## src/rtl/pipe_stage_reg.sv

```systemverilog
// Two-entry pipeline stage (main + skid) with flush, freeze/stall counting
// and bubble-safe control output.
module pipe_stage_reg #(
   parameter int unsigned DATA_W = 96,
   parameter int unsigned CTRL_W = 9,
   parameter int unsigned CNT_W  = 16
) (
   input  logic              clk,
   input  logic              rst,
   input  logic              flush,
   input  logic              freeze,
   input  logic              in_valid,
   output logic              in_ready,
   input  logic [CTRL_W-1:0] in_ctrl,
   input  logic [DATA_W-1:0] in_data,
   output logic              out_valid,
   input  logic              out_ready,
   output logic [CTRL_W-1:0] out_ctrl,
   output logic [DATA_W-1:0] out_data,
   output logic [1:0]        occupancy,
   output logic [CNT_W-1:0]  stall_cnt
);

   logic              main_valid_q, main_valid_d;
   logic [CTRL_W-1:0] main_ctrl_q,  main_ctrl_d;
   logic [DATA_W-1:0] main_data_q,  main_data_d;
   logic              skid_valid_q, skid_valid_d;
   logic [CTRL_W-1:0] skid_ctrl_q,  skid_ctrl_d;
   logic [DATA_W-1:0] skid_data_q,  skid_data_d;
   logic [CNT_W-1:0]  stall_q,      stall_d;
   logic              accept, drain;

   // in_ready depends only on the skid flop and freeze, never on out_ready
   assign in_ready  = ~skid_valid_q & ~freeze;
   assign accept    = in_valid & in_ready & ~flush;
   assign drain     = main_valid_q & out_ready & ~freeze & ~flush;

   assign out_valid = main_valid_q;
   assign out_ctrl  = main_valid_q ? main_ctrl_q : '0;
   assign out_data  = main_data_q;
   assign occupancy = {1'b0, main_valid_q} + {1'b0, skid_valid_q};
   assign stall_cnt = stall_q;

   always_comb begin
      main_valid_d = main_valid_q;
      main_ctrl_d  = main_ctrl_q;
      main_data_d  = main_data_q;
      skid_valid_d = skid_valid_q;
      skid_ctrl_d  = skid_ctrl_q;
      skid_data_d  = skid_data_q;
      stall_d      = stall_q;

      if (freeze && (stall_q != '1)) begin
         stall_d = stall_q + CNT_W'(1);
      end

      if (flush) begin
         main_valid_d = 1'b0;
         skid_valid_d = 1'b0;
      end else if (drain && skid_valid_q) begin
         // skid full implies in_ready=0, so no accept can coincide here
         main_ctrl_d  = skid_ctrl_q;
         main_data_d  = skid_data_q;
         skid_valid_d = 1'b0;
      end else if (drain) begin
         main_valid_d = accept;
         if (accept) begin
            main_ctrl_d = in_ctrl;
            main_data_d = in_data;
         end
      end else if (accept) begin
         if (main_valid_q) begin
            skid_valid_d = 1'b1;
            skid_ctrl_d  = in_ctrl;
            skid_data_d  = in_data;
         end else begin
            main_valid_d = 1'b1;
            main_ctrl_d  = in_ctrl;
            main_data_d  = in_data;
         end
      end
   end

   always_ff @(posedge clk or posedge rst) begin
      if (rst) begin
         main_valid_q <= 1'b0;
         main_ctrl_q  <= '0;
         main_data_q  <= '0;
         skid_valid_q <= 1'b0;
         skid_ctrl_q  <= '0;
         skid_data_q  <= '0;
         stall_q      <= '0;
      end else begin
         main_valid_q <= main_valid_d;
         main_ctrl_q  <= main_ctrl_d;
         main_data_q  <= main_data_d;
         skid_valid_q <= skid_valid_d;
         skid_ctrl_q  <= skid_ctrl_d;
         skid_data_q  <= skid_data_d;
         stall_q      <= stall_d;
      end
   end

endmodule

```

## config.mk

```make
export PLATFORM = sky130hd
export DESIGN_NAME = pipe_stage_reg
export DESIGN_NICKNAME = d
export VERILOG_FILES = /design/src/rtl/pipe_stage_reg.sv
export SDC_FILE = /design/constraint.sdc
export NUM_CORES = 1
export LEC_CHECK = 0
export CAP_MARGIN = 30
export CORE_ASPECT_RATIO = 0.7
export CORE_MARGIN = 2
export CORE_UTILIZATION = 26
export CTS_BUF_LIST = sky130_fd_sc_hd__clkbuf_8
export CTS_CLUSTER_SIZE = 28
export DETAILED_ROUTE_END_ITERATION = 16
export PLACE_DENSITY_LB_ADDON = 0.08
export SYNTH_ARGS = -nofsm -noshare
export SYNTH_HDL_FRONTEND = slang
export SYNTH_SLANG_ARGS = --single-unit
```

## constraint.sdc

```tcl
create_clock -name clk -period 19.2 [get_ports clk]
set_input_delay 4.8 -clock clk [delete_from_list [all_inputs] [get_ports clk]]
set_output_delay 4.8 -clock clk [all_outputs]
set_load 0.005 [all_outputs]
```

==> flow_summary_export.csv <==
group,metric,value,unit
cells_and_area,final_area,13300,sq um
synth,synth.distinct_cells,35,
critical_path,setup.worst_path.end_class,"output pin",
timing,slew_viol_final,0,
synth,seq_area_frac_synth,59.1,%
synth,synthTopCellsByArea,"dfrtp_1 (59%), mux2_2 (12%), mux2i_1 (11%)",
critical_path,reg2reg_from,"out_valid",
route,drt-initial-drc-count,229,
cts,clk_latency,0.55,ns
critical_path,path_common_cell,"clkdlybuf4s50_1",
critical_path,cp_num_cells,3,
place,portBuffers,235,
grt,grt_pass1_vias,6866,
timing,finalSetupTns,0,ns
cells_and_area,regArea,5710,sq um
worst_hold_path,hp-start,"skid_data_q[81]",
cells_and_area,fillers,3674,
timing,setup_viol,0,
critical_path,ff2ff_path_depth,6,
timing,rsz0062_at_grt,"no",
route,dr.pass1.iters,4,
cts,cts_tree,"done",
critical_path,critPathTopFamily,"buffers and inverters",
synth,netlist_instances,779,
critical_path,crit_start,"freeze",
cts,cts_resized,0,
critical_path,crit_buf_inv,2,
cts,cts_htree_levels,2,
power,vdd.ir_drop.worst,46.9,uV
cts,post_cts_buffers,0,
critical_path,crit_path_top_delay_cell,"clkdlybuf4s50_1",
die,core_area,36900,sq um
cells_and_area,area_delta_synth_final,37.2,%
grt,grt_pass1_wl,40400,um
route,wl,26100,um
timing,final.setup_skew,0.0159,ns
cts,cts_root_buf,"clkbuf_8",
timing,worst_slew_pin_slew,0.929,ns
synth,syn_avg_cell_area,12.4,sq um
synth,yosys.area_share.simple,7.08,%
critical_path,r2r-end,"out_data[28]",
critical_path,path_cells,"clkdlybuf4s50_1, nor2_1, clkdlybuf4s50_1",
die,die_h,165,um
route,antenna_left,0,
timing,slew_headroom,37.5,%
critical_path,cp_max_fo,9,
cts,cts_buffers,42,
power,leakage,5.48,nW
critical_path,crit_end,"in_ready",
route,route.detailed.drc,0,
die,initial_core_util,26.2,%
cells_and_area,multiInputGateArea,3700,sq um
route,wire_per_inst,17.0,um
synth,synth_top_area_share,59.1,%
cells_and_area,final_common_cell,"clkdlybuf4s50_1",
critical_path,crit_path_start_kind,"primary input",
synth,synth_top_family_by_area,"multiplexers",
timing,final-hold-violation-count,0,
synth,ys_ff_latch,228,
critical_path,required,14.40,ns
grt,antenna_found_initial,0,
critical_path,cp_data_arrival_time,6.19,ns
die,die-area,38700,sq um
cells_and_area,layout_common_cells,"clkdlybuf4s50_1 (235), dfrtp_1 (228), nor2_1 (113)",
grt,grtUsageTotal,13.5,%
critical_path,crit_path_max_incr_delay,0.60,ns
cts,cts.sinks,228,
synth,synthAdderAreaFrac,0.259,%
synth,synthesis.nets,892,
cells_and_area,fin_cells,1533,
route,via_per_inst,4.34,
cells_and_area,final_nets,1131,
cts,cts_buffer_depth,3,
place,hpwl,16700,um
grt,overflow,0,
critical_path,r2r_slack,15.76,ns
route,vias,6653,
timing,max_freq,0.0910,GHz
die,dieWidth,234,um
job,drv_cap,0,
synth,synth_compound_area_share,6.71,%
synth,muxShareOfSynthArea,23.4,%
critical_path,critical_path_class,"primary input to output pin",
synth,synth_xor_area_share,0.816,%
die,pin_count,236,
timing,finalCritPeriodShare,57.2,%
die,num_rows,59,
grt,grt_max_degree,92,
synth,synth_warnings,0,
synth,yosys.area.top_type,"dfrtp_1",
cells_and_area,drive_gt1_share,17.1,%
place,placed_cell_area,12500,sq um
synth,synth_area,9660,sq um
power,power_density,100,nW/um^2
worst_hold_path,hold_class,"register to register",
place,placedCellCount,1462,
status,status,"finished clean",
cts,clkSlewWorstSetupHoldPaths,0.06,ns
place,gp_congestion,0.694,
timing,fin_crit,10.99,ns
cts,cts_hold_buf,0,
## power by group
group          internal [mW]  switching, mW
logic                  0.165         0.0961
clock network          0.234          0.206
registers              0.571         0.0535
## metrics by stage
| step | worst slack [ns] | hold WS [ns] | total power, mW | utilization (%) |
|---|---|---|---|---|
| after global routing | 8.12 | 0.512 | 1.42 | 35.9 |
| after detailed placement | 8.20 | 0.493 | 0.900 | 33.8 |
| after CTS | 8.20 | 0.506 | 1.36 | 35.9 |
| after global placement | 8.21 | 0.487 | 0.895 | 33.7 |
| final | 8.21 | 0.503 | 1.33 | 35.9 |
| after floorplan | 8.15 | 0.479 | 0.735 | - |
## layout make-up
class                      instances  area share (%)
antenna                            1          0.0189
tap                              488            4.61
clock inverter                    20           0.623
clock buffer                      50            5.19
timing repair buffer             245            18.5
sequential                       228            43.0
inverter                           2           0.113
multi-input combinational        499            27.9
## routing by layer
| metal | vias to the layer above | global-route usage (%) | share of wire (%) |
|---|---|---|---|
| met5 | - | 0 | 0 |
| met4 | 0 | 4.40 | 2.0 |
| met3 | 39 | 4.17 | 6.0 |
| met2 | 149 | 20.4 | 45 |
| met1 | 3247 | 18.4 | 47 |
| li1 | 3218 | - | - |
## synth_stat cells
master / instances
a21oi_1: 110
a21oi_2: 1
a22oi_1: 1
a31oi_1: 1
a41oi_1: 3
and2_1: 11
and4_1: 3
and4_2: 2
buf_1: 3
buf_2: 21
buf_4: 1
buf_6: 5
clkbuf_1: 20
dfrtp_1: 228
ha_1: 2
inv_1: 2
mux2_1: 1
mux2_2: 106
mux2i_1: 105
nand2_1: 6
nand2b_1: 3
nand3_1: 5
nand4_1: 6
nor2_1: 113
nor2_2: 1
nor3_1: 3
nor3b_1: 1
nor4_1: 1
o2111a_1: 1
o21ai_0: 1
o311a_2: 1
o31ai_4: 1
or3_1: 1
xnor2_1: 6
xor2_1: 3
## kinds of logic after synthesis
family,count (synthesis)
compound gates,120
xor+xnor,9
fa+ha+maj,2
buf+inv,52
flops,228
mux,212
simple gates,156
## sequential cells by signal (all words and copies together) (netlist names)
name / count
stall_cnt: 16
out_valid: 1
skid_ctrl_q: 9
skid_valid_q: 1
out_data: 96
skid_data_q: 96
main_ctrl_q: 9
## how the worst min path moves through the flow
stage	to	slack, ns	cells after the start
final	skid_data_q[81]	0.50	1
after global routing	skid_data_q[14]	0.51	1
after CTS	skid_ctrl_q[5]	0.51	1
after detailed placement	skid_ctrl_q[0]	0.49	1
after global placement	skid_data_q[28]	0.49	1
after floorplan	skid_data_q[40]	0.48	1
No activity file was read; power rests on OpenSTA's default activity.
